[src/rtl/alu_input_sequencer.sv]
`default_nettype none
// ============================================================================
// Module      : alu_input_sequencer
// Description : Front-end controller for the board ALU. One shared switch
//               bank loads operand A, operand B and the operation code in
//               turn. A debounced "next" button steps the sequence, and a
//               debounced "clear" button restarts it. Once all three values
//               are loaded, the ALU result is registered onto the LEDs.
// Revision    : 1.0 - initial release
// ============================================================================
module alu_input_sequencer #(
    parameter int NB_DATA         = 4,
    parameter int NB_OP           = 6,
    parameter int DEBOUNCE_CYCLES = 1000000
) (
    input  logic               clk,
    input  logic               i_reset,
    input  logic [NB_OP-1:0]   i_sw,
    input  logic               i_btn_next,
    input  logic               i_btn_clear,
    input  logic [NB_DATA-1:0] i_alu_result,
    output logic [NB_DATA-1:0] o_datoA,
    output logic [NB_DATA-1:0] o_datoB,
    output logic [NB_OP-1:0]   o_operation,
    output logic [NB_DATA-1:0] o_leds,
    output logic [1:0]         o_state,
    output logic               o_result_valid
);

    // Counter only needs to hold 0 .. DEBOUNCE_CYCLES-1; the flip happens
    // on the cycle that would have taken it to DEBOUNCE_CYCLES.
    localparam int C_CNT_W = (DEBOUNCE_CYCLES > 1) ? $clog2(DEBOUNCE_CYCLES) : 1;
    localparam logic [C_CNT_W-1:0] C_CNT_LAST = C_CNT_W'(DEBOUNCE_CYCLES - 1);

    // Button index 0 = next, 1 = clear.
    localparam int C_NUM_BTN = 2;

    typedef enum logic [1:0] {
        WAIT_A  = 2'b00,
        WAIT_B  = 2'b01,
        WAIT_OP = 2'b10,
        SHOW    = 2'b11
    } state_t;

    logic [C_NUM_BTN-1:0] btn_raw_w;
    logic [C_NUM_BTN-1:0] btn_pulse_w;

    assign btn_raw_w = {i_btn_clear, i_btn_next};

    // ------------------------------------------------------------------------
    // Per-button conditioning: 2-flop synchronizer, counter debouncer and a
    // rising-edge detector on the debounced level (presses only).
    // ------------------------------------------------------------------------
    generate
        for (genvar g = 0; g < C_NUM_BTN; g++) begin : g_btn
            logic               sync1_q;
            logic               sync2_q;
            logic               deb_q;
            logic               deb_dly_q;
            logic [C_CNT_W-1:0] cnt_q;

            // Synchronize, debounce and delay the debounced level by one cycle.
            always_ff @(posedge clk or posedge i_reset) begin
                if (i_reset) begin
                    sync1_q   <= 1'b0;
                    sync2_q   <= 1'b0;
                    deb_q     <= 1'b0;
                    deb_dly_q <= 1'b0;
                    cnt_q     <= '0;
                end else begin
                    sync1_q   <= btn_raw_w[g];
                    sync2_q   <= sync1_q;
                    deb_dly_q <= deb_q;
                    if (sync2_q != deb_q) begin
                        if (cnt_q == C_CNT_LAST) begin
                            deb_q <= sync2_q;
                            cnt_q <= '0;
                        end else begin
                            cnt_q <= cnt_q + 1'b1;
                        end
                    end else begin
                        cnt_q <= '0;
                    end
                end
            end

            assign btn_pulse_w[g] = deb_q & ~deb_dly_q;
        end
    endgenerate

    logic next_pulse_w;
    logic clear_pulse_w;

    assign next_pulse_w  = btn_pulse_w[0];
    assign clear_pulse_w = btn_pulse_w[1];

    // ------------------------------------------------------------------------
    // Sequencer FSM and the operand / operation / LED registers.
    // ------------------------------------------------------------------------
    state_t             state_q, state_d;
    logic [NB_DATA-1:0] dato_a_q, dato_a_d;
    logic [NB_DATA-1:0] dato_b_q, dato_b_d;
    logic [NB_OP-1:0]   op_q, op_d;
    logic [NB_DATA-1:0] leds_q, leds_d;

    // State and data registers; reset aborts any partial sequence.
    always_ff @(posedge clk or posedge i_reset) begin
        if (i_reset) begin
            state_q  <= WAIT_A;
            dato_a_q <= '0;
            dato_b_q <= '0;
            op_q     <= '0;
            leds_q   <= '0;
        end else begin
            state_q  <= state_d;
            dato_a_q <= dato_a_d;
            dato_b_q <= dato_b_d;
            op_q     <= op_d;
            leds_q   <= leds_d;
        end
    end

    // Next-state and capture logic; clear has priority over next.
    always_comb begin
        state_d  = state_q;
        dato_a_d = dato_a_q;
        dato_b_d = dato_b_q;
        op_d     = op_q;
        leds_d   = leds_q;

        // The ALU only sees registered inputs, so its result is stable here.
        if (state_q == SHOW) begin
            leds_d = i_alu_result;
        end

        if (clear_pulse_w) begin
            state_d  = WAIT_A;
            dato_a_d = '0;
            dato_b_d = '0;
            op_d     = '0;
            leds_d   = '0;
        end else if (next_pulse_w) begin
            case (state_q)
                WAIT_A: begin
                    dato_a_d = i_sw[NB_DATA-1:0];
                    state_d  = WAIT_B;
                end
                WAIT_B: begin
                    dato_b_d = i_sw[NB_DATA-1:0];
                    state_d  = WAIT_OP;
                end
                WAIT_OP: begin
                    op_d    = i_sw;
                    state_d = SHOW;
                end
                default: begin
                    state_d = WAIT_A;
                end
            endcase
        end
    end

    assign o_datoA        = dato_a_q;
    assign o_datoB        = dato_b_q;
    assign o_operation    = op_q;
    assign o_leds         = leds_q;
    assign o_state        = state_q;
    assign o_result_valid = (state_q == SHOW);

endmodule
`default_nettype wire

[config.mk]
export PLATFORM = sky130hd
export DESIGN_NAME = alu_input_sequencer
export DESIGN_NICKNAME = d
export VERILOG_FILES = /design/src/rtl/alu_input_sequencer.sv
export SDC_FILE = /design/constraint.sdc
export NUM_CORES = 1
export LEC_CHECK = 0
export ABC_AREA = 0
export BUFFER_PORTS_ARGS = -buffer_cell sky130_fd_sc_hd__buf_4
export CORE_MARGIN = 5
export CORE_UTILIZATION = 43
export DETAILED_ROUTE_END_ITERATION = 8
export PLACE_DENSITY = 0.67
export SETUP_SLACK_MARGIN = 0.1
export SLEW_MARGIN = 0
export SYNTH_ARGS = -nofsm -noshare
export SYNTH_HDL_FRONTEND = slang
export SYNTH_SLANG_ARGS = --single-unit
[constraint.sdc]
create_clock -name clk -period 4.9 [get_ports clk]
set_clock_uncertainty 0.15 [all_clocks]
set_input_delay 0.245 -clock clk [delete_from_list [all_inputs] [get_ports clk]]
set_output_delay 0.245 -clock clk [all_outputs]
set_load 0.03 [all_outputs]
# Word-level counts from Yosys, hierarchy flattened
# Index checks and enable logic that the tools add are counted.
# op_classes
add_sub_neg	2
n_eq_ne	7
n_mux	18
bitwise	4
reduce_logical	11
# ops
op	count
20-bit two-way mux	4
20-bit by 1-bit adder with 20-bit output, second input constant	2
20-bit == test, second input constant	2
4-bit two-way mux	8
6-bit two-way mux	3
2-bit AND reduction	5
2-bit nonzero test	5
2-bit case mux with 3 select lines	1
2-bit == test, second input constant	2
2-bit two-way mux	2
1-bit bitwise AND	2
2-bit by 1-bit == test with 1-bit output, second input constant	1
2-bit zero test	1
1-bit != test	2
1-bit NOT	2
# word_totals
reg_bits	68
in_bits	14
output_inout_bits	21
word_cells	57

# Longest topological paths before layout
# depth
depth_word	4
depth_mapped	6
ltp_nobuf	5

# Least setup slack after synthesis
# No wires, ideal clock.
# synth_timing
path_type	register to register
start	register g_btn[1].cnt_q[12]
end	register g_btn[1].deb_q
setup_time_ps	125
arrival_time_ps	1894
required_time_ps	4625
slack_ps	2731
path_stages_with_launch	5
path_buffers	0
period_less_slack_ps	2169
cell_sequence	dfrtp_1 > or4b_1 > or4_4 > nor2_2 > mux2_2
# synth_via
elab_chain_len	2
# synth_lines
item	line_no	text
from (decl)	60	logic [C_CNT_W-1:0] cnt_q;
from (signal assigned)	79	cnt_q <= cnt_q + 1'b1;
20-bit == test	75	if (cnt_q == C_CNT_LAST) begin
2-bit AND reduction (no source line)	n/a	
to (signal assigned)	76	deb_q <= sync2_q;
to (decl)	58	logic deb_q;
# Every way passes these cells.
# A chain may end at the register's enable or synchronous reset.

# Worst setup path after layout
# layout_timing
start	register g_btn[1].cnt_q[0]
end	register g_btn[1].cnt_q[7]
# layout_via
elab_chain_len	3
elab_cells_between_ends	4
classes_between	add/sub (1); eq/ne (1); mux (2)
# layout_lines
item	line_no	text
20-bit by 1-bit adder with 20-bit output / 20-bit == test (equally long branches)	79, 75	
20-bit two-way mux (*)	75	
20-bit two-way mux (*)	74	if (sync2_q != deb_q) begin
# Every way passes the cells marked *; elsewhere a longest branch is shown, timed or not.

==> results_dict.tcl <==
set metrics [dict create \
    run_status "finished with violations" \
    violations "hold timing" \
    routed_wl_um 6020 \
    vias_per_cell 5.16 \
    grt_first_pass_wirelength_um 9980 \
    global_route.peak_usage_layer "met2" \
    detail_route.drc_violations 0 \
    global_route.usage.met2_pct 22.1 \
    count_of_buffers_from_port_buffering 34 \
    globalRouteMet1Util_pct 17.5 \
    fin_tns_setup_ns 0 \
    timing.critical_path.to "g_btn[1].cnt_q[7]" \
    yosys_register_bits 68 \
    tightest_slew_ns 0.827 \
    io_pins 35 \
    synth_simple_gate_area_share_pct 24.3 \
    netlist-cell-type-count 35 \
    place_congestion 0.862 \
    layout.nets 384 \
    fill_cells 621 \
    worst_hold_path_type "in -> async" \
    num_antenna_cells 0 \
    drv.max_cap_violation_count 0 \
    synth-seq-area-share_pct 54.0 \
    crit_path_max_delay_cell_type "or4_4" \
    ctsLongestPathBuffers 2 \
    synthArstFlopShare_pct 100 \
    clk_pin_slew_worst_paths_ns 0.07 \
    ir_drop_mv 0.120 \
    synth_cells 319 \
    cts_inserted_buffers 9 \
    critPathArrivalTime_ns 2.40 \
    mappedNetlistArea_mm2 0.00315 \
    drt_iter0_markers 142 \
    layout_stage_area_growth_over_the_synthesis_result_pct 18.6 \
    clock_tree.htree_level_count 3 \
    reg2reg_slack_ns 2.56 \
    worst_setup_path_start_kind "register" \
    placement_rows 31 \
    die_width_um 95.6 \
    dieArea_mm2 0.00914 \
    post_cts_repair_timing_setup_buffer_count 0 \
    final_max_slew_viol_count 0 \
    setup_viol 0 \
    synthesis.yosys.warnings 0 \
    rsz_0062_raised_after_global_routing "false" \
    timing.critical_path.to_type "register" \
    startpoint "g_btn[1].cnt_q[0]" \
    detail-route-antenna-nets 0 \
    clock_tree.root_cell "clkbuf_8" \
    max_clock_freq_ghz 0.427 \
    area_inside_the_core_boundary_mm2 0.00718 \
    post-route-period-util_pct 47.8 \
    worst_r2r_src "g_btn[1].cnt_q[0]" \
    worstPathMaxFanout 17 \
    first_pass_iters 4 \
    dp.cells 446 \
    layout-drive-gt1-share_pct 16.6 \
    r2r.worst_path.cells 5 \
    stdcell_count 467 \
    hpwlAfterDp_um 4160 \
    worst_path_largest_cell_delay_ns 0.66 \
    combinational_family_with_the_most_area_after_synthesis "simple AND/OR/NAND/NOR gates" \
    height_of_the_die_um 95.6 \
    holdWs_ns -0.00586 \
    cts-resized-gates 0 \
    synthAdderAreaFrac_pct 2.38 \
    worst_ep_required_time_ns 4.96 \
    grt_antenna_before_repair 0 \
    clock_tree_from_tritoncts "built" \
    initial_core_utilization_pct 43.9 \
    yosys-mux-area-fraction_pct 2.62 \
    synth_top_flop_cell "dfrtp_1" \
    synth_enable_flop_cells 0 \
    compound_cell_area_share_of_the_yosys_netlist_pct 5.24 \
    xor_xnor_portion_of_the_synthesized_cell_area_pct 8.61 \
    cp_cell_sequence "ha_1 > nand3_1 > or4_4 > o21ai_4 > nor2_1" \
    postCtsHoldBufs 6 \
    p_leak_nw 1.55 \
    worst_slew_margin_rel_pct 44.9 \
    clock_latency_ns 0.34 \
    via_count_of_the_first_global_routing_pass 2238 \
    average_wire_per_standard_cell_um 12.9 \
    setup.worst_path.class "reg -> reg" \
    use_met3_pct 3.39 \
    power.density_mw_per_mm2 266 \
    grt_max_degree 69 \
    hold_violations 4 \
    synth.net_count 339 \
    synth.avg_cell_area_um2 9.88 \
    r2r_end "g_btn[1].cnt_q[7]" \
    grt-ovfl-total 0 \
    clock_sinks 68 \
    min_period_ns 2.34 \
    groute.usage.overall_pct 14.1 \
    p_total_mw 0.993 \
    vias 2410 \
]
-- power by group --
part | total [mW] | leakage, nW | internal [mW] | switching (mW)
sequential | 0.572 | 0.863 | 0.567 | 0.00506
clock | 0.382 | 0.0779 | 0.178 | 0.205
combinational | 0.0385 | 0.610 | 0.0158 | 0.0227
-- worst min-delay path by stage --
stage,endpoint
6_report,o_operation[1]
5_1_grt,o_operation[4]
4_1_cts,o_operation[5]
3_5_place_dp,g_btn[1].sync2_q
3_3_place_gp,g_btn[0].sync2_q
2_1_floorplan,g_btn[0].sync1_q
-- stage by stage --
step | instance area, um^2 | utilization (%) | setup slack (ns)
5_1_grt | 3740 | 52.1 | 2.44
3_5_place_dp | 3520 | 49.1 | 2.57
2_1_floorplan | 3150 | - | 2.73
6_report | 3740 | 52.1 | 2.56
4_1_cts | 3740 | 52.1 | 2.56
3_3_place_gp | 3520 | 49.1 | 2.67
-- layer usage --
layer,vias up,part of all wire [%]
met5,-,0
met4,0,3.0
met3,17,5.8
met2,59,45
met1,1148,46
li1,1186,-
-- placed cells by master, fill, tap and decap left out, types with 9 or more instances in the layout --
cell type / synthesis / routed
buf_4: 0 / 38
nand4_1: 10 / 10
xnor2_1: 25 / 25
dfrtp_1: 68 / 68
nor3_1: 11 / 11
nand2_1: 28 / 28
nor4_1: 11 / 11
a21oi_1: 20 / 20
nor2_1: 47 / 47
clkbuf_8: 0 / 9
inv_1: 12 / 11
nand3_1: 28 / 28
-- registers in the layout, summed over array words and instances, names as in the netlist --
register         flops
g_btn.cnt_q         40
o_operation          6
o_datoA              4
o_datoB              4
o_leds               4
g_btn.deb_dly_q      2
g_btn.deb_q          2
g_btn.sync1_q        2
g_btn.sync2_q        2
o_state              2
-- cells in the mapped netlist (5+ instances only) --
cell | instances | share of area [%]
dfrtp_1 | 68 | 54
nor2_1 | 47 | 5.6
nand2_1 | 28 | 3.3
nand3_1 | 28 | 4.4
xnor2_1 | 25 | 6.9
a21oi_1 | 20 | 3.2
inv_1 | 12 | 1.4
nor3_1 | 11 | 1.7
nor4_1 | 11 | 2.2
nand4_1 | 10 | 2.0
clkbuf_1 | 9 | 1.1
ha_1 | 6 | 2.4
mux2i_1 | 6 | 1.9
xor2_1 | 6 | 1.7
o21ai_0 | 5 | 0.79
-- final cells by class --
cell class	count	area, um^2	area share (%)
clock inverter	5	30.0	0.803
tap	99	124	3.31
sequential	68	1700	45.5
timing repair buffer	44	345	9.24
inverter	12	45.0	1.20
clock buffer	10	128	3.41
multi-input combinational	229	1370	36.5
-- critical path: cells and delay by family (launching register included) --
kind / cells / cell delay (ns)
flip-flops: 1 / 0.40
AO/OA/AOI/OAI: 1 / 0.42
adder cells (fa/ha/maj): 1 / 0.21
AND/OR/NAND/NOR: 3 / 1.04
-- kinds of logic after synthesis --
kind of cell / after synthesis
AND/OR/NAND/NOR: 155
flip-flops: 68
XOR/XNOR: 31
AO/OA/AOI/OAI: 29
buffers and inverters: 22
multiplexers: 8
adder cells (fa/ha/maj): 6
Note: power is estimated with default switching activity, not from simulation.
